==> src/rtl/fetch_pkg.sv <==
// Shared constants and queue-entry layout for the instruction fetch queue.
package fetch_pkg;

  localparam int INSTR_BYTES = 4;
  localparam int FETCH_XLEN  = 32;

  // Canonical entry layout; the fetch path packs {instr, npc} in this order.
  typedef struct packed {
    logic [FETCH_XLEN-1:0] instr;
    logic [FETCH_XLEN-1:0] npc;
  } fetch_entry_t;

endpackage

==> src/rtl/fetch_fifo.sv <==
// Synchronous FIFO with power-of-2 depth, occupancy count and synchronous flush.
module fetch_fifo #(
  parameter int WIDTH = 64,
  parameter int DEPTH = 4
) (
  input  logic                     clk,
  input  logic                     rst_n,
  input  logic                     push,
  input  logic                     pop,
  input  logic                     flush,
  input  logic [WIDTH-1:0]         wdata,
  output logic [WIDTH-1:0]         rdata,
  output logic [$clog2(DEPTH):0]   count,
  output logic                     empty
);

  localparam int AW = $clog2(DEPTH);
  localparam int CW = AW + 1;

  logic [WIDTH-1:0] mem [DEPTH];
  logic [AW-1:0]    wr_ptr;
  logic [AW-1:0]    rd_ptr;
  logic             full;
  logic             do_push;
  logic             do_pop;

  assign empty   = (count == '0);
  assign full    = (count == CW'(DEPTH));
  assign do_pop  = pop & ~empty;
  // A full queue still accepts a push when the head leaves in the same cycle.
  assign do_push = push & (~full | do_pop);

  // NOTE: sequential state uses non-blocking assignments so every flop samples pre-edge values.
  always_ff @(posedge clk or negedge rst_n) begin
    if (!rst_n) begin
      wr_ptr <= '0;
      rd_ptr <= '0;
      count  <= '0;
    end else if (flush) begin
      wr_ptr <= '0;
      rd_ptr <= '0;
      count  <= '0;
    end else begin
      if (do_push) wr_ptr <= wr_ptr + 1'b1;
      if (do_pop)  rd_ptr <= rd_ptr + 1'b1;
      case ({do_push, do_pop})
        2'b10:   count <= count + 1'b1;
        2'b01:   count <= count - 1'b1;
        default: count <= count;
      endcase
    end
  end

  // NOTE: storage is deliberately not reset; count gates validity, so stale words are never observed.
  always_ff @(posedge clk) begin
    if (do_push && !flush) mem[wr_ptr] <= wdata;
  end

  assign rdata = mem[rd_ptr];

endmodule

==> src/rtl/fetch_queue.sv <==
// Instruction fetch front end: PC register, redirect mux and a decoupling queue toward decode.
module fetch_queue
  import fetch_pkg::*;
#(
  parameter int              XLEN     = 32,
  parameter int              IMEM_AW  = 7,
  parameter int              QDEPTH   = 4,
  parameter logic [XLEN-1:0] RESET_PC = '0
) (
  input  logic                      clk,
  input  logic                      reset,
  input  logic                      redirect_valid,
  input  logic [XLEN-1:0]           redirect_pc,
  output logic [IMEM_AW-1:0]        imem_addr,
  input  logic [XLEN-1:0]           imem_data,
  output logic                      out_valid,
  input  logic                      out_ready,
  output logic [XLEN-1:0]           out_instr,
  output logic [XLEN-1:0]           out_npc,
  output logic [$clog2(QDEPTH):0]   q_count
);

  localparam int CW = $clog2(QDEPTH) + 1;
  localparam int EW = 2 * XLEN;

  logic [XLEN-1:0] pc;
  logic [XLEN-1:0] pc_next;
  logic [XLEN-1:0] pc_inc;
  logic            pop;
  logic            fetch_en;
  logic            push;
  logic            q_empty;
  logic [EW-1:0]   head;
  logic            unused_low_bits;

  assign pc_inc    = pc + XLEN'(INSTR_BYTES);
  assign imem_addr = pc[IMEM_AW+1:2];
  assign pop       = out_valid & out_ready;
  assign fetch_en  = (q_count < CW'(QDEPTH)) | pop;
  assign unused_low_bits = ^redirect_pc[1:0];

  // NOTE: every output of a combinational block gets a default first, or a latch is inferred.
  always_comb begin
    pc_next = pc;
    push    = 1'b0;
    if (redirect_valid) begin
      pc_next = {redirect_pc[XLEN-1:2], 2'b00};
    end else if (fetch_en) begin
      pc_next = pc_inc;
      push    = 1'b1;
    end
  end

  always_ff @(posedge clk or negedge reset) begin
    if (!reset) pc <= RESET_PC;
    else        pc <= pc_next;
  end

  // A redirect flushes the queue; any pop in that cycle is absorbed by the flush.
  fetch_fifo #(
    .WIDTH (EW),
    .DEPTH (QDEPTH)
  ) u_fifo (
    .clk   (clk),
    .rst_n (reset),
    .push  (push),
    .pop   (pop),
    .flush (redirect_valid),
    .wdata ({imem_data, pc_inc}),
    .rdata (head),
    .count (q_count),
    .empty (q_empty)
  );

  assign out_valid = ~q_empty;
  assign out_instr = out_valid ? head[EW-1:XLEN] : '0;
  assign out_npc   = out_valid ? head[XLEN-1:0]  : '0;

endmodule
==> config.mk <==
export PLATFORM = sky130hd
export DESIGN_NAME = fetch_queue
export DESIGN_NICKNAME = d
export VERILOG_FILES = /design/src/rtl/fetch_pkg.sv /design/src/rtl/fetch_fifo.sv /design/src/rtl/fetch_queue.sv
export SDC_FILE = /design/constraint.sdc
export NUM_CORES = 1
export LEC_CHECK = 0
export BUFFER_PORTS_ARGS = -buffer_cell sky130_fd_sc_hd__clkbuf_2
export CAP_MARGIN = 20
export CORE_MARGIN = 5
export CORE_UTILIZATION = 29
export DETAILED_ROUTE_END_ITERATION = 7
export GPL_TIMING_DRIVEN = 0
export PLACE_DENSITY = 0.53
export SLEW_MARGIN = 20
export SYNTH_ARGS = -nofsm -noshare
export SYNTH_HDL_FRONTEND = slang
export SYNTH_SLANG_ARGS = --single-unit
==> constraint.sdc <==
create_clock -name clk -period 2.7 [get_ports clk]
set_input_delay 0.54 -clock clk [delete_from_list [all_inputs] [get_ports clk]]
set_output_delay 0.54 -clock clk [all_outputs]
set_load 0.005 [all_outputs]
# After elaboration in Yosys (flattened, before gate mapping)

Memories as Yosys holds them, arrays and structs flattened.
Index checks and enable logic that the tools add are counted.

Register bits: 39
Bits in writable memories: 256
Input bits: 68
Output and inout port bits: 75
Memories: 1

$add $sub $neg: 5
Magnitude comparators: 1
Equal/unequal tests: 3
Multiplexer cells: 14
Bitwise gates (word level): 7
Reduce and logical (&&, ||, !) cells: 7

Memories:

| memory     | depth | width | rd ports | clocked after memory_dff | write ports | RTL line         | text |
|---|---|---|---|---|---|---|---|
| u_fifo.mem | 4     | 64    | 1        | 0                        | 1           | fetch_fifo.sv:20 | `logic [WIDTH-1:0] mem [DEPTH];` |

Operators with widths:

| cell                                                                  | number |
|---|---|
| 32-bit two-way mux                                                    | 4 |
| 32-bit by 3-bit adder with 32-bit output, second input constant       | 1 |
| 2-bit two-way mux                                                     | 4 |
| 3-bit one-hot mux with 2 select lines                                 | 1 |
| 2-bit nonzero test                                                    | 3 |
| 2-bit by 1-bit adder with 2-bit output, second input constant         | 2 |
| 1-bit two-way mux                                                     | 4 |
| 3-bit by 1-bit adder with 3-bit output, second input constant         | 1 |
| 1-bit AND                                                             | 3 |
| 3-bit equality test, second input constant                            | 1 |
| 3-bit logical NOT                                                     | 1 |
| 3-bit less-than comparator, second input constant                     | 1 |
| 3-bit two-way mux                                                     | 1 |
| 3-bit nonzero test                                                    | 1 |
| 3-bit by 1-bit subtractor with 3-bit output, second input constant    | 1 |
| 2-bit by 1-bit equality test with 1-bit output, second input constant | 1 |
| 2-bit equality test, second input constant                            | 1 |
| 1-bit NOT                                                             | 2 |
| 1-bit OR                                                              | 2 |
| 1-bit logical AND                                                     | 1 |
| 1-bit logical NOT                                                     | 1 |

# Longest topological paths before layout

Word-level depth: 10
Mapped depth: 7

# Cells and area by module

Synthesis repeated with hierarchy kept, for this count alone.

Cells, all modules: 764
Area, all modules: 12,593.3 um^2

By module, submodules not included:

| module      | instances | cells each | area each (um^2) |
|---|---|---|---|
| fetch_fifo  | 1         | 398        | 9,815.7 |
| fetch_queue | 1         | 366        | 2,777.7 |

# Worst setup path after synthesis

OpenSTA, ideal clock, no wires.

Kind: input-to-reg
Start point: input port out_ready
End point: memory u_fifo.mem[0][10], enable pin
Arrival: 2.485 ns
Data required time: 2.273 ns
Path slack: -0.212 ns
Stages on the path: 3
Buffers on the path: 1
Cell sequence: nand2b_1 -> clkbuf_1 -> and3_1

Cells in the longest elaborated chain, start to end: 8

Ends and longest elaborated chain:

| element                                   | RTL line          | text |
|---|---|---|
| from (decl)                               | fetch_queue.sv:17 | `input logic out_ready,` |
| 1-bit AND *                               | fetch_queue.sv:38 | `assign pop = out_valid & out_ready;` |
| 1-bit OR                                  | fetch_queue.sv:39 | `assign fetch_en = (q_count < CW'(QDEPTH)) \| pop;` |
| 1-bit two-way mux                         | fetch_queue.sv:48 | `end else if (fetch_en) begin` |
| 1-bit two-way mux                         | fetch_queue.sv:46 | `if (redirect_valid) begin` |
| 1-bit AND *                               | fetch_fifo.sv:31  | `assign do_push = push & (~full \| do_pop);` |
| 1-bit logical AND *                       | fetch_fifo.sv:56  | `if (do_push && !flush) mem[wr_ptr] <= wdata;` |
| 1-bit two-way mux *                       | fetch_fifo.sv:56  |  |
| 1-bit two-way mux (implied by the code) * | fetch_fifo.sv:56  |  |
| to (decl)                                 | fetch_fifo.sv:20  |  |

Every way passes the cells marked *; elsewhere a longest branch is shown, timed or not.

# Worst setup path in the final report

Start point: register u_fifo.rd_ptr[0]
End point: output port out_npc[20]

Cells in the longest elaborated chain, start to end: 2

Ends and longest elaborated chain:

| element                | RTL line          | text |
|---|---|---|
| from (decl)            | fetch_fifo.sv:22  | `logic [AW-1:0] rd_ptr;` |
| from (signal assigned) | fetch_fifo.sv:45  | `if (do_pop) rd_ptr <= rd_ptr + 1'b1;` |
| memory read 4 x 64 bit | --                |  |
| 32-bit two-way mux     | fetch_queue.sv:77 | `assign out_npc = out_valid ? head[XLEN-1:0] : '0;` |
| to (decl)              | fetch_queue.sv:19 | `output logic [XLEN-1:0] out_npc,` |

Every way passes these cells.

==> results list <==
- Number of global-route vias before repair: between 7000 and 8000
* Stage delay of the slowest cell on the critical path: approximately 0.50 ns
- Quantity of I/O buffers inserted on ports: around 140
- The clock passes through at most 3 buffers.
* Setup clock skew after layout: approximately 0.021 ns
* Layout net count: about 980
- CP Cell Sequence: buf_12, buf_12, mux4_2, and2_1, clkbuf_2
- Area of the multi-input gates: approximately 3500 sq um
* R2R cell count: 6
* CP Launch Type: register
- At the placement stage, the worst setup path has a slack of -0.285 ns.
- CTS placed an instance of clkbuf_16 at the clock tree root.
- Highest achievable clock rate: between 300 and 400 MHz
- Area share of the largest cell type after synthesis: between 60% and 70%
- Post-route clock period utilization: roughly 97%
* Crit-path slowest cell: mux4_2
- In the synthesized netlist the async set-or-reset flop fraction comes to around 13%.
- Wire length of the first global-routing pass: between 40000 and 50000 um
* Number of library cell types mapped by synthesis: 48
- Clock tree synthesis found a total of between 200 and 300 sinks.
* Worst-path clk slew: roughly 0.06 ns
- Setup repair after global routing could not meet its margin everywhere.
- Mean routed wirelength per cell: 19.7 um
- Area growth syn-to-layout: 22.4%
- After detailed routing, the number of vias per cell comes to 4.67.
* Biggest fanout along the worst timing path: 10
- Count of hold-fix buffers inserted at cts: 0
* Placed cell areas: about 14000 sq um
* Number of buffer and inverter stages on the critical path: 3
* Post-route standard cell area excluding fillers: ~15000 sq um
* Endpoint arrival time on the critical path: between 2 and 2.5 ns
- The Yosys step of the flow raised 0 warnings.
- The worst setup path is of the reg -> out kind.
- The final count of hold timing violations is 0.
- Storage element area: 8380 sq um
- Dominant cell type by count on the critical path: buf_12
* Die width: around 210 um
- In the global route stage, overall resource usage came out at between 10 and 15%.
- The initial antenna violation count is 0.
* Least setup slack across all paths after layout: 0.0776 ns
* Flip-flop and latch count after synthesis: about 290
- The worst setup path is captured at an output port.
* Fin cells: roughly 1500
* Worst-skew pair later-pin latency: 0.53 ns
* Total of endpoints with negative setup slack in the final report: 0
- For this run, design rule violations remaining after detail routing come to 0.
* Slew of the pin with the lowest slew margin: around 0.94 ns
- Total vias in the final route: between 6000 and 7000
* TritonCTS clock tree: done
- Cell Area, Synth: between 10000 and 15000 sq um
* Cell Count Post-Placement: about 1400
* Initial Utilization: a little under 30%
* Most common cell in the synthesized netlist: edfxtp_1
* First-pass detailed-route iteration total: 4
- A synthesized cell averages between 15 and 20 sq um.
- Family with the most delay on the worst path: multiplexers
- The final max-slew violation count came to 0.
* CTS H-tree lvls: 2
- Max-cap violations in this run came to 0.
* Floorplan die area: 45900 sq um
- Number of design-rule violations left by the first detailed-router iteration: about 420
- The flow ran to the end, and the final reports show no timing, DRC or antenna violations.
* Pin count of the biggest net entering global routing: 41
- Pwr/cell area: around 900 nW/um^2
* Clock buffer count from CTS: 34
* Count of antenna-violating nets left after detailed routing: 0
- After detailed routing, the total wire length is roughly 29000 um.
- Counting buffers and inverters, the worst setup path is 5 cells deep.
* Static power due to leakage: 0.00512 uW
- Ranking of synthesized cells by area: edfxtp_1 62%, mux4_2 12%, dfrtp_1 7.7%
- Sequential share of the synthesized area: between 60 and 70%
- The number of antenna diodes in the final layout is 0.
- During I/O placement, the number of pins put on the boundary was around 140.
- The floorplan has 74 rows.
- Die Span Y: 214 um
- Period minus WS final: 2.62 ns
* Number of fill cells: 3915
- The synthesized design contains 248 enable-type register cells.
- Of the cells placed in the final design, the portion with a size suffix greater than 1 is 34.1%.
* Rel. slew slack: a little under two fifths
* Class of the tightest hold or removal check: in -> async
- Summed over all nets, the half-perimeter wirelength after detailed placement is ~19000 um.
* Synth Flop Type: edfxtp_1
* Top cells by instance count after synthesis: 248 x edfxtp_1, 63 x and2_1, 62 x mux4_2
- Weighted congestion at the end of routability-driven global placement: a little under 0.8
- Max VDD drop: roughly 0.38 mV
- The biggest area contributor in the post-synthesis netlist is edfxtp_1.
- GRT Residual Overflow: 0
- After technology mapping, the gate count stands at 729.
* Core Region: roughly 41000 sq um
* Data required time at the worst endpoint: about 2.2 ns
power by group:
group | switching [uW] | internal [uW] | total, uW | leakage [uW]
clock network | 1750 | 2570 | 4330 | 0.000512
logic | 1710 | 1700 | 3410 | 0.00190
registers | 189 | 5360 | 5550 | 0.00270
total | 3650 | 9640 | 13300 | 0.00512
cell type report:
cell class / instances / share of cell area [%]
Tap cell: 532 / 4.49
Multi-Input combinational cell: 385 / 23.5
Clock buffer: 42 / 6.09
Clock inverter: 15 / 0.954
Buffer: 51 / 2.69
Inverter: 6 / 0.152
Sequential cell: 285 / 56.6
Timing Repair Buffer: 145 / 5.57
layer usage:
metal  wire (um)  GRT usage (%)  vias to the layer above  share of wire, %
met2       13600           19.9                      163                47
met4         668           4.08                        0               2.3
met3        1440           3.25                       40               5.0
met1       13000           16.8                     3432                45
met5           0              0                        -                 0
li1            -              -                     3187                 -
worst paths after layout:
kind	from	endpoint	slack, ns
max	u_fifo.rd_ptr[0]$_DFFE_PN0P_	out_npc[20]	0.08
min	reset	pc[4]$_DFFE_PN0N_	0.16
max reg2reg	pc[2]$_DFFE_PN0N_	u_fifo.mem[1][20]$_DFFE_PP_	0.15
min reg2reg	u_fifo.wr_ptr[1]$_DFFE_PN0P_	u_fifo.wr_ptr[1]$_DFFE_PN0P_	0.59
max in group asynchronous	reset	u_fifo.rd_ptr[0]$_DFFE_PN0P_	1.84
min in group clk	redirect_pc[3]	pc[3]$_DFFE_PN0N_	0.22
placed cells by master, fill, tap and decap left out, drive strengths merged, types with 13 or more instances in the layout:
cell type,n
a31oi,14
and2,63
buf,40
clkbuf,197
dfrtp,37
edfxtp,248
mux4,62
nand2,31
nand3,20
nor2,30
o21ai,18
or4,13
xnor2,21
xor2,20
flip-flops by register name (all words and copies together), names as in the netlist:
name / count
u_fifo.wr_ptr: 2
u_fifo.rd_ptr: 2
u_fifo.count: 3
pc: 30
u_fifo.mem: 248
through the flow:
stage | power (uW) | utilization (%) | TNS [ns] | hold WS [ns]
floorplan | 7450 | - | 0 | 0.244
global placement | 8850 | 32.8 | -179.41 | 0.562
detailed placement | 8910 | 33.1 | -16.09 | 0.580
CTS | 13500 | 36.0 | 0 | 0.184
global route | 14100 | 36.1 | -0.0404 | 0.204
finish | 13300 | 36.1 | 0 | 0.156
logic make-up (layout without fill, tap and decap cells):
family	after synthesis	in the layout	share of synthesized area, %
flops	285	285	69.2
simple gates	218	218	10.2
mux	63	63	11.6
buf+inv	60	259	2.47
compound gates	55	55	2.83
xor+xnor	41	41	2.97
fa+ha+maj	6	6	0.682
other cells	1	2	0.0310
repair_timing:
| action | CTS | global route |
|---|---|---|
| pin swaps | 0 | 3 |
| buffers inserted | 3 | 0 |
| gates resized for setup | 43 | 26 |
| setup endpoints to repair | 74 | 79 |
Note: power is estimated with default switching activity, not from simulation.
